### src/rtl/calc_fsm_undo_stack.sv
// calc_fsm_undo_stack
// Calculator core: four-stage operand/op entry FSM, a registered ALU and a
// DEPTH-deep circular history of completed calculations that undo can pop.
//
// State | Meaning
// S_A   | waiting for operand A (display follows sw)
// S_B   | waiting for operand B (display follows sw)
// S_OP  | waiting for op select (display previews sw[1:0])
// S_RES | result registered and displayed
//
// Optional feature macro: HIST_OVERWRITE_EN
//   defined     : a push into a full history overwrites the oldest entry
//   not defined : a push into a full history is discarded and drop pulses
module calc_fsm_undo_stack #(
  parameter int W     = 16,
  parameter int DEPTH = 4
) (
  input  logic                       clk,
  input  logic                       reset,
  input  logic                       btn_enter,
  input  logic                       btn_undo,
  input  logic [W-1:0]               sw,
  output logic [W:0]                 display_val,
  output logic [1:0]                 state,
  output logic                       neg,
  output logic [$clog2(DEPTH+1)-1:0] hist_count,
  output logic                       hist_full,
  output logic                       drop
);

  localparam int CW = $clog2(DEPTH + 1);
  localparam int PW = $clog2(DEPTH);

  typedef enum logic [1:0] {
    S_A   = 2'b00,
    S_B   = 2'b01,
    S_OP  = 2'b10,
    S_RES = 2'b11
  } state_t;

  state_t         cur_state;
  state_t         nxt_state;

  logic [W-1:0]   a_reg;
  logic [W-1:0]   b_reg;
  logic [1:0]     op_reg;
  logic [W:0]     result_reg;

  logic [W-1:0]   hist_a      [DEPTH];
  logic [W-1:0]   hist_b      [DEPTH];
  logic [1:0]     hist_op     [DEPTH];
  logic [W:0]     hist_result [DEPTH];

  logic [PW-1:0]  wr_ptr;
  logic [PW-1:0]  wr_next;
  logic [PW-1:0]  rd_idx;
  logic [CW-1:0]  count;
  logic           full;

  logic           enter_ev;
  logic           undo_ev;
  logic           ld_a;
  logic           ld_b;
  logic           ld_op;
  logic           do_push;
  logic           do_pop;
  logic           push_wr;

  // Pressing both buttons in the same cycle is treated as no press at all.
  assign enter_ev = btn_enter & ~btn_undo;
  assign undo_ev  = btn_undo & ~btn_enter;

  assign full    = (count == CW'(DEPTH));
  assign wr_next = (wr_ptr == PW'(DEPTH - 1)) ? '0 : wr_ptr + PW'(1);
  assign rd_idx  = (wr_ptr == '0) ? PW'(DEPTH - 1) : wr_ptr - PW'(1);

`ifdef HIST_OVERWRITE_EN
  // When full, wr_ptr already points at the oldest entry, so writing there
  // replaces it and the ring keeps its DEPTH most recent calculations.
  assign push_wr = do_push;
`else
  assign push_wr = do_push & ~full;
`endif

  function automatic logic [W:0] alu_f(input logic [W-1:0] x,
                                       input logic [W-1:0] y,
                                       input logic [1:0]   f);
    logic [W:0] r;
    r = '0;
    case (f)
      2'b00:   r = {1'b0, x} + {1'b0, y};
      2'b01:   r = {1'b0, x} - {1'b0, y};
      2'b10:   r = {1'b0, x & y};
      default: r = {1'b0, x | y};
    endcase
    return r;
  endfunction

  // State register.
  always_ff @(posedge clk or negedge reset) begin
    if (!reset) begin
      cur_state <= S_A;
    end else begin
      cur_state <= nxt_state;
    end
  end

  // Next-state decode and one-cycle datapath strobes.
  always_comb begin
    nxt_state = cur_state;
    ld_a      = 1'b0;
    ld_b      = 1'b0;
    ld_op     = 1'b0;
    do_push   = 1'b0;
    do_pop    = 1'b0;
    case (cur_state)
      S_A: begin
        if (enter_ev) begin
          ld_a      = 1'b1;
          nxt_state = S_B;
        end else if (undo_ev && (count != '0)) begin
          do_pop    = 1'b1;
          nxt_state = S_RES;
        end
      end
      S_B: begin
        if (enter_ev) begin
          ld_b      = 1'b1;
          nxt_state = S_OP;
        end else if (undo_ev) begin
          nxt_state = S_A;
        end
      end
      S_OP: begin
        if (enter_ev) begin
          ld_op     = 1'b1;
          nxt_state = S_RES;
        end else if (undo_ev) begin
          nxt_state = S_B;
        end
      end
      S_RES: begin
        if (enter_ev) begin
          do_push   = 1'b1;
          nxt_state = S_A;
        end else if (undo_ev) begin
          nxt_state = S_OP;
        end
      end
      default: nxt_state = S_A;
    endcase
  end

  // Operand, op and result registers; a pop restores a whole calculation.
  always_ff @(posedge clk or negedge reset) begin
    if (!reset) begin
      a_reg      <= '0;
      b_reg      <= '0;
      op_reg     <= '0;
      result_reg <= '0;
    end else begin
      if (ld_a) begin
        a_reg <= sw;
      end
      if (ld_b) begin
        b_reg <= sw;
      end
      if (ld_op) begin
        op_reg     <= sw[1:0];
        result_reg <= alu_f(a_reg, b_reg, sw[1:0]);
      end
      if (do_push) begin
        a_reg      <= '0;
        b_reg      <= '0;
        op_reg     <= '0;
        result_reg <= '0;
      end
      if (do_pop) begin
        a_reg      <= hist_a[rd_idx];
        b_reg      <= hist_b[rd_idx];
        op_reg     <= hist_op[rd_idx];
        result_reg <= hist_result[rd_idx];
      end
    end
  end

  // History storage; validity is tracked by count, so no reset is needed here.
  always_ff @(posedge clk) begin
    if (push_wr) begin
      hist_a[wr_ptr]      <= a_reg;
      hist_b[wr_ptr]      <= b_reg;
      hist_op[wr_ptr]     <= op_reg;
      hist_result[wr_ptr] <= result_reg;
    end
  end

  // History write pointer, occupancy and the lost-push pulse.
  always_ff @(posedge clk or negedge reset) begin
    if (!reset) begin
      wr_ptr <= '0;
      count  <= '0;
      drop   <= 1'b0;
    end else begin
      if (push_wr) begin
        wr_ptr <= wr_next;
        if (!full) begin
          count <= count + CW'(1);
        end
      end else if (do_pop) begin
        wr_ptr <= rd_idx;
        count  <= count - CW'(1);
      end
`ifdef HIST_OVERWRITE_EN
      drop <= 1'b0;
`else
      drop <= do_push & full;
`endif
    end
  end

  // Display mux and status flags.
  always_comb begin
    display_val = {1'b0, sw};
    case (cur_state)
      S_OP:    display_val = {{(W - 1){1'b0}}, sw[1:0]};
      S_RES:   display_val = result_reg;
      default: display_val = {1'b0, sw};
    endcase
  end

  assign state      = cur_state;
  assign neg        = (cur_state == S_RES) & result_reg[W];
  assign hist_count = count;
  assign hist_full  = full;

endmodule

### config.mk
export PLATFORM = sky130hd
export DESIGN_NAME = calc_fsm_undo_stack
export DESIGN_NICKNAME = d
export VERILOG_FILES = /design/src/rtl/calc_fsm_undo_stack.sv
export SDC_FILE = /design/constraint.sdc
export NUM_CORES = 1
export LEC_CHECK = 0
export ABC_AREA = 0
export BUFFER_PORTS_ARGS = -buffer_cell sky130_fd_sc_hd__buf_2
export CORE_MARGIN = 3
export CORE_UTILIZATION = 55
export DETAILED_ROUTE_END_ITERATION = 12
export GPL_ROUTABILITY_DRIVEN = 0
export GPL_TIMING_DRIVEN = 0
export PLACE_DENSITY = 0.7
export SYNTH_ARGS = -nofsm -noshare
export SYNTH_HDL_FRONTEND = slang
export SYNTH_SLANG_ARGS = --single-unit
export TNS_END_PERCENT = 10
### constraint.sdc
create_clock -name clk -period 7.69 [get_ports clk]
set_clock_uncertainty 0.15 [all_clocks]
set_input_delay 0.3845 -clock clk [delete_from_list [all_inputs] [get_ports clk]]
set_output_delay 0.3845 -clock clk [all_outputs]
set_load 0.02 [all_outputs]
==> results.py, run 1 <==
metrics = {
    "status": {
        "outcome": "finished clean",
    },
    "routing": {
        "wl_met2_um": 12800,
        "drt-total-wl_um": 27500,
        "top_layer_used": "met4",
        "route.met3.wl_um": 2350,
        "viasPerCell": 6.35,
        "drt-met1-wl_um": 11500,
        "wl_per_cell_um": 23.5,
        "drt_iter0_drc": 700,
        "ant_nets": 0,
        "drt_first_pass_iters": 5,
        "vias": 7432,
        "remaining_drc_errors": 0,
    },
    "die": {
        "ioPinCount": 45,
        "dieWidth_um": 150,
        "coreArea_um2": 20400,
        "row_count": 52,
        "dieArea_um2": 22600,
        "start_util": 0.562,
        "die_y_um": 150,
    },
    "cts": {
        "clock-root-buffer": "clkbuf_16",
        "clk_pin_slew_ps": 60,
        "insertion_delay_ps": 520,
        "htree_num_levels": 1,
        "cts_buffers": 26,
        "cts_buffer_depth": 3,
        "cts_sinks": 253,
        "cts_tree": "built",
        "cts_resized": 0,
    },
    "global_routing": {
        "grt_overflow": 0,
        "grt_pass1_wl_um": 43100,
        "grt_pass1_vias": 7483,
        "grt_antenna_before_repair": 0,
        "grt_use_total": 0.251,
        "grt_max_degree": 58,
    },
    "hold_path": {
        "hold_class": "input pin to flip-flop",
    },
    "finish": {
        "final_area_um2": 13000,
        "post_route_cells_drive_above_1_share": 0.180,
        "largest_reg_flops": 68,
        "areaGrowthSynthToFinish_pct": 13.2,
        "num-nets-final": 928,
        "layout.cells.non_filler": 1170,
        "fill_cells": 1478,
        "regMostFlops": "hist_result",
        "diodes": 0,
        "reg.largest.list": "hist_result: 68 flops, hist_a: 64 flops, hist_b: 64 flops",
    },
    "sta": {
        "relSlewSlack": 0.423,
        "finalSetupTns_ps": 0,
        "slew_viol_final": 0,
        "hold_viol": 0,
        "min_period_over_period": 0.503,
        "tightest_slew_ps": 865,
        "clock.fmax_mhz": 259,
        "fin_crit_ps": 3870,
        "rsz0062_at_grt": "no",
        "setup_viol": 0,
    },
    "synth": {
        "synth.area.top_cells": "edfxtp_1 51%, dfrtp_1 12%, mux4_2 9.6%",
        "synthArstFlopShare": 0.225,
        "syn_inst": 802,
        "syn_area_per_cell_um2": 14.3,
        "yosysMostFrequentCell": "edfxtp_1",
        "synth-main-ff-cell": "edfxtp_1",
        "synth_area_leader_cell": "edfxtp_1",
        "ys_ff_latch": 253,
        "synth_edf_count": 196,
        "yosysWarnings": 0,
        "synth-seq-area-share": 0.639,
        "synth_common_cells": "196 x edfxtp_1, 74 x nand2_1, 57 x dfrtp_1",
        "synth_top_cell_area_share": 0.514,
        "synth.distinct_cells": 56,
        "syn_nets": 849,
        "synth_area_um2": 11400,
    },
    "power": {
        "ir_worst_vdd_mv": 0.242,
        "static-leakage-power_nw": 4.83,
        "p_per_area_nw_per_um2": 413,
    },
    "setup_path": {
        "crit_arrival_ps": 4110,
        "cp_cell_sequence": "clkbuf_2, nor3_1, a21oi_1, nor2_1, xor2_1, ha_1, and3_1, a221o_1, o21ai_0, mux2i_1, o211ai_1",
        "end_kind": "flip-flop",
        "worstSetupStartpointType": "flip-flop",
        "path_class": "flip-flop to flip-flop",
        "critical-path-slowest-cell": "o21ai_0",
        "cp_data_required_time_ps": 7940,
        "max_stage_delay_ps": 480,
        "worstPathMaxFanout": 7,
    },
    "job": {
        "maxCapViolations": 0,
    },
    "place": {
        "place_area_um2": 12100,
        "port_buffers": 43,
        "dp_cells": 1119,
        "hpwlAfterDp_um": 19100,
    },
}
-- report_power, final --
group	internal [mW]	switching, mW	total, mW	leakage (nW)
Clock	0.717	0.499	1.22	0.399
Combinational	0.868	1.23	2.10	1.92
Sequential	1.78	0.261	2.04	2.51
-- final timing paths --
check	from	slack [ps]	cells after the start	endpoint
max reg2reg	b_reg[2]	3820	11	result_reg[14]
min	sw[4]	10	3	b_reg[4]
max	b_reg[2]	3820	11	result_reg[14]
min reg2reg	b_reg[6]	390	0	hist_b[3][6]
min in group asynchronous	reset	360	2	b_reg[5]
max in group asynchronous	reset	6490	2	hist_count[2]
-- routing by layer --
layer,GRT usage,up-vias
li1,-,3257
met3,0.0400,67
met1,0.369,3750
met5,0,-
met2,0.389,358
met4,0.0842,0
-- through the flow --
step | power [mW] | hold slack [ps] | setup WS, ps | util
after floorplan | 3.50 | -61.1 | 4640 | -
after global placement | 4.04 | 361 | 3450 | 0.589
after detailed placement | 4.12 | 381 | 3920 | 0.594
after CTS | 5.35 | 0.377 | 3940 | 0.636
after global routing | 5.65 | 16.0 | 3520 | 0.636
final | 5.35 | 12.3 | 3820 | 0.636
-- critical path: cells and delay by family (launching register included) --
| family | cells | cell delay, ps |
|---|---|---|
| xor+xnor | 1 | 180 |
| compound gates | 4 | 1100 |
| simple gates | 3 | 1070 |
| fa+ha+maj | 1 | 320 |
| buf+inv | 1 | 200 |
| flops | 1 | 430 |
| mux | 1 | 280 |
-- final cells by class --
class,instances,area [um^2],share of cell area
clock buffer,35,716,0.0552
timing repair buffer,51,338,0.0261
sequential,253,7310,0.564
clock inverter,12,110,0.00850
inverter,32,120,0.00927
multi-input combinational,472,3820,0.295
buffer,45,204,0.0157
tap,270,338,0.0261
-- cells by family (layout without fill, tap and decap cells) --
group,count (synthesis),in the layout,synth area share
AND/OR/NAND/NOR,180,180,0.0750
multiplexers,56,56,0.103
XOR/XNOR,24,24,0.0184
flip-flops,253,253,0.639
AO/OA/AOI/OAI,174,174,0.0964
adder cells (fa/ha/maj),38,38,0.0404
buffers and inverters,77,175,0.0283
-- layout by cell type (no fill, tap or decap), drive strengths merged, types with 7 or more instances in the layout --
cell,netlist,final
edfxtp,196,196
dfrtp,57,57
o21ai,54,54
and2,7,7
a22oi,23,23
and3,21,21
nor2,30,30
a21oi,48,48
xor2,12,12
buf,14,61
maj3,11,11
xnor2,12,12
nand2,74,74
clkbuf,31,66
nand3,26,26
mux4,49,49
ha,25,25
clkinv,0,8
inv,32,32
-- timing repair --
item,4_1_cts,5_1_grt
hold buffers,4,0
hold endpoints to repair,60,0
setup buffers,0,0
(Power assumes the default switching activity.)
==> run 2: changes to the inputs <==
--- a/config.mk
+++ b/config.mk
@@ -5,14 +5,14 @@
 export SDC_FILE = /design/constraint.sdc
 export NUM_CORES = 1
 export LEC_CHECK = 0
-export ABC_AREA = 0
+export ABC_AREA = 1
 export BUFFER_PORTS_ARGS = -buffer_cell sky130_fd_sc_hd__buf_2
 export CORE_MARGIN = 3
 export CORE_UTILIZATION = 55
 export DETAILED_ROUTE_END_ITERATION = 12
 export GPL_ROUTABILITY_DRIVEN = 0
 export GPL_TIMING_DRIVEN = 0
-export PLACE_DENSITY = 0.7
+export PLACE_DENSITY = 0.73
 export SYNTH_ARGS = -nofsm -noshare
 export SYNTH_HDL_FRONTEND = slang
 export SYNTH_SLANG_ARGS = --single-unit
==> constraint.sdc (replaced) <==
create_clock -name clk -period 3.2 [get_ports clk]
set_clock_uncertainty 0.15 [all_clocks]
set_input_delay 0.16 -clock clk [delete_from_list [all_inputs] [get_ports clk]]
set_output_delay 0.16 -clock clk [all_outputs]
set_load 0.02 [all_outputs]
==> results.py, run 2 <==
metrics = {
    "status": {
        "outcome": "finished clean",
    },
    "global_routing": {
        "grt_pass1_wl_um": 52000,
        "grt_max_degree": 58,
        "grt_antenna_before_repair": 1,
        "grt_overflow": 0,
        "grt_use_total": 0.282,
        "grt_pass1_vias": 9150,
    },
    "synth": {
        "synth_area_um2": 12200,
        "synthArstFlopShare": 0.225,
        "syn_area_per_cell_um2": 9.56,
        "yosysWarnings": 0,
        "synth_edf_count": 196,
        "syn_nets": 1322,
        "synth.distinct_cells": 35,
        "synth-main-ff-cell": "edfxtp_1",
        "yosysMostFrequentCell": "nand2_1",
        "synth_area_leader_cell": "edfxtp_1",
        "syn_inst": 1275,
        "synth-seq-area-share": 0.600,
        "synth_top_cell_area_share": 0.483,
        "synth.area.top_cells": "edfxtp_1 48%, dfrtp_1 12%, nand2_1 11%",
        "ys_ff_latch": 253,
        "synth_common_cells": "349 x nand2_1, 196 x edfxtp_1, 125 x inv_1",
    },
    "die": {
        "ioPinCount": 45,
        "coreArea_um2": 21400,
        "dieArea_um2": 24000,
        "start_util": 0.569,
        "die_y_um": 155,
        "row_count": 53,
        "dieWidth_um": 155,
    },
    "cts": {
        "insertion_delay_ps": 540,
        "clk_pin_slew_ps": 60,
        "clock-root-buffer": "clkbuf_16",
        "cts_tree": "built",
        "htree_num_levels": 1,
        "cts_buffers": 25,
        "cts_buffer_depth": 3,
        "cts_sinks": 253,
    },
    "setup_path": {
        "ff2ff_setup_slack_ps": 200,
        "critical_path_buf_inv_count": 2,
        "r2r-start": "b_reg[4]",
        "end_kind": "flip-flop",
        "critical-path-slowest-cell": "dfrtp_1",
        "cp_cell_sequence": "inv_1, nand2_1, o21ai_2, nand2_1, nor2_1, xor2_1, ha_1, nand2_1, inv_1, a21oi_2, nor2_1, nor2_1, nand2_1, nand2_1, nand3_1, nand2_1",
        "worstSetupStartpointType": "flip-flop",
        "critPathTopFamily": "simple AND/OR/NAND/NOR gates",
        "worstPathMaxFanout": 6,
        "path_class": "flip-flop to flip-flop",
        "worstReg2RegEnd": "result_reg[16]",
        "cp_data_required_time_ps": 3530,
        "rr_worst_depth": 16,
        "max_stage_delay_ps": 450,
        "crit_arrival_ps": 3330,
        "cpMostUsedCell": "nand2_1",
    },
    "sta": {
        "hold_viol": 0,
        "clock.fmax_mhz": 333,
        "tightest_slew_ps": 807,
        "setup_viol": 0,
        "slew_viol_final": 0,
        "relSlewSlack": 0.462,
        "hold_ws_ps": 25.9,
        "min_period_over_period": 0.939,
        "fin_crit_ps": 3000,
        "rsz0062_at_grt": "yes",
    },
    "place": {
        "port_buffers": 44,
        "place_area_um2": 13000,
        "hpwlAfterDp_um": 24200,
        "dp_cells": 1601,
    },
    "finish": {
        "post_route_cells_drive_above_1_share": 0.117,
        "regMostFlops": "hist_result",
        "areaGrowthSynthToFinish_pct": 14.8,
        "largest_reg_flops": 68,
        "layout_common_cells": "349 x nand2_1, 196 x edfxtp_1, 122 x o21ai_0",
        "final_area_um2": 14000,
        "num-nets-final": 1417,
        "final_common_cell": "nand2_1",
        "diodes": 0,
        "layout.cells.non_filler": 1664,
        "reg.largest.list": "hist_result: 68 flops, hist_a: 64 flops, hist_b: 64 flops",
    },
    "routing": {
        "drt_first_pass_iters": 5,
        "viasPerCell": 5.81,
        "vias": 9670,
        "drt_iter0_drc": 987,
        "remaining_drc_errors": 0,
        "wl_per_cell_um": 20.2,
        "ant_nets": 0,
        "drt-total-wl_um": 33600,
    },
    "hold_path": {
        "hold_class": "input pin to flip-flop",
        "whs_endpoint": "result_reg[4]",
        "min-delay-start": "sw[1]",
        "worstHoldPathCells": 5,
    },
    "power": {
        "ir_worst_vdd_mv": 0.562,
        "p_per_area_nw_per_um2": 1030,
        "static-leakage-power_nw": 5.88,
        "report.power.total_mw": 14.4,
    },
    "job": {
        "maxCapViolations": 0,
    },
}
## run 2: metal layers
layer | GRT usage | share of wire | vias up
met5 | 0 | 0.00042 | -
met4 | 0.111 | 0.042 | 2
met3 | 0.0484 | 0.099 | 88
met1 | 0.395 | 0.40 | 4568
li1 | - | - | 4512
met2 | 0.445 | 0.46 | 500
## run 2: cell type report
| cell class | count | area [um^2] |
|---|---|---|
| Tap cell | 275 | 344 |
| Sequential cell | 253 | 7320 |
| Inverter | 134 | 505 |
| Multi-Input combinational cell | 834 | 4150 |
| Clock buffer | 33 | 686 |
| Buffer | 54 | 265 |
| Fill cell | 1651 | 7420 |
| Timing Repair Buffer | 68 | 571 |
| Clock inverter | 13 | 163 |
## run 2: tightest hold or removal path: cells and delay by family
kind                   cells  cell delay, ps
AO/OA/AOI/OAI              1              90
buffers and inverters      2             280
AND/OR/NAND/NOR            2             160
## run 2: what timing repair did
action                                 in CTS  in global routing
endpoints found under the hold margin      84                  0
setup endpoints to repair                   1                  7
gates resized for setup                     1                 12
setup buffers                               0                  0
pin swaps                                   0                  1
hold buffers                               17                  0
## run 2: power by group
part           internal (mW)  total (mW)  switching (mW)  leakage, nW
clock                   1.76        3.01            1.25        0.413
sequential              4.32        5.07           0.749         2.49
combinational           1.93        6.33            4.39         2.98
## run 2: kinds of logic (layout without fill, tap and decap cells)
group / Yosys count / in the layout / share of synthesized area
and+or+nand+nor: 528 / 528 / 0.177
DFF: 253 / 253 / 0.600
AOI/OAI and AO/OA: 260 / 260 / 0.118
adders and majority gates: 27 / 27 / 0.0289
xor gates and xnor gates: 19 / 19 / 0.0136
buffers and inverters: 188 / 302 / 0.0632
## run 2: worst max path at each step
stage | depth (start not counted) | endpoint | startpoint
finish | 16 | result_reg[16] | b_reg[4]
global route | 18 | result_reg[15] | b_reg[1]
CTS | 16 | result_reg[15] | b_reg[1]
detailed placement | 15 | result_reg[16] | b_reg[1]
global placement | 6 | hist_result[3][16] | state[0]
floorplan | 6 | hist_a[3][0] | state[0]
## run 2: per-stage QoR
stage | setup slack [ps] | utilization | setup TNS [ps]
floorplan | -643 | - | -125940
global placement | -2490 | 0.596 | -474230
detailed placement | -25.1 | 0.605 | -25.1
CTS | 36.8 | 0.653 | 0
global route | -33.1 | 0.654 | -33.1
finish | 195 | 0.654 | 0
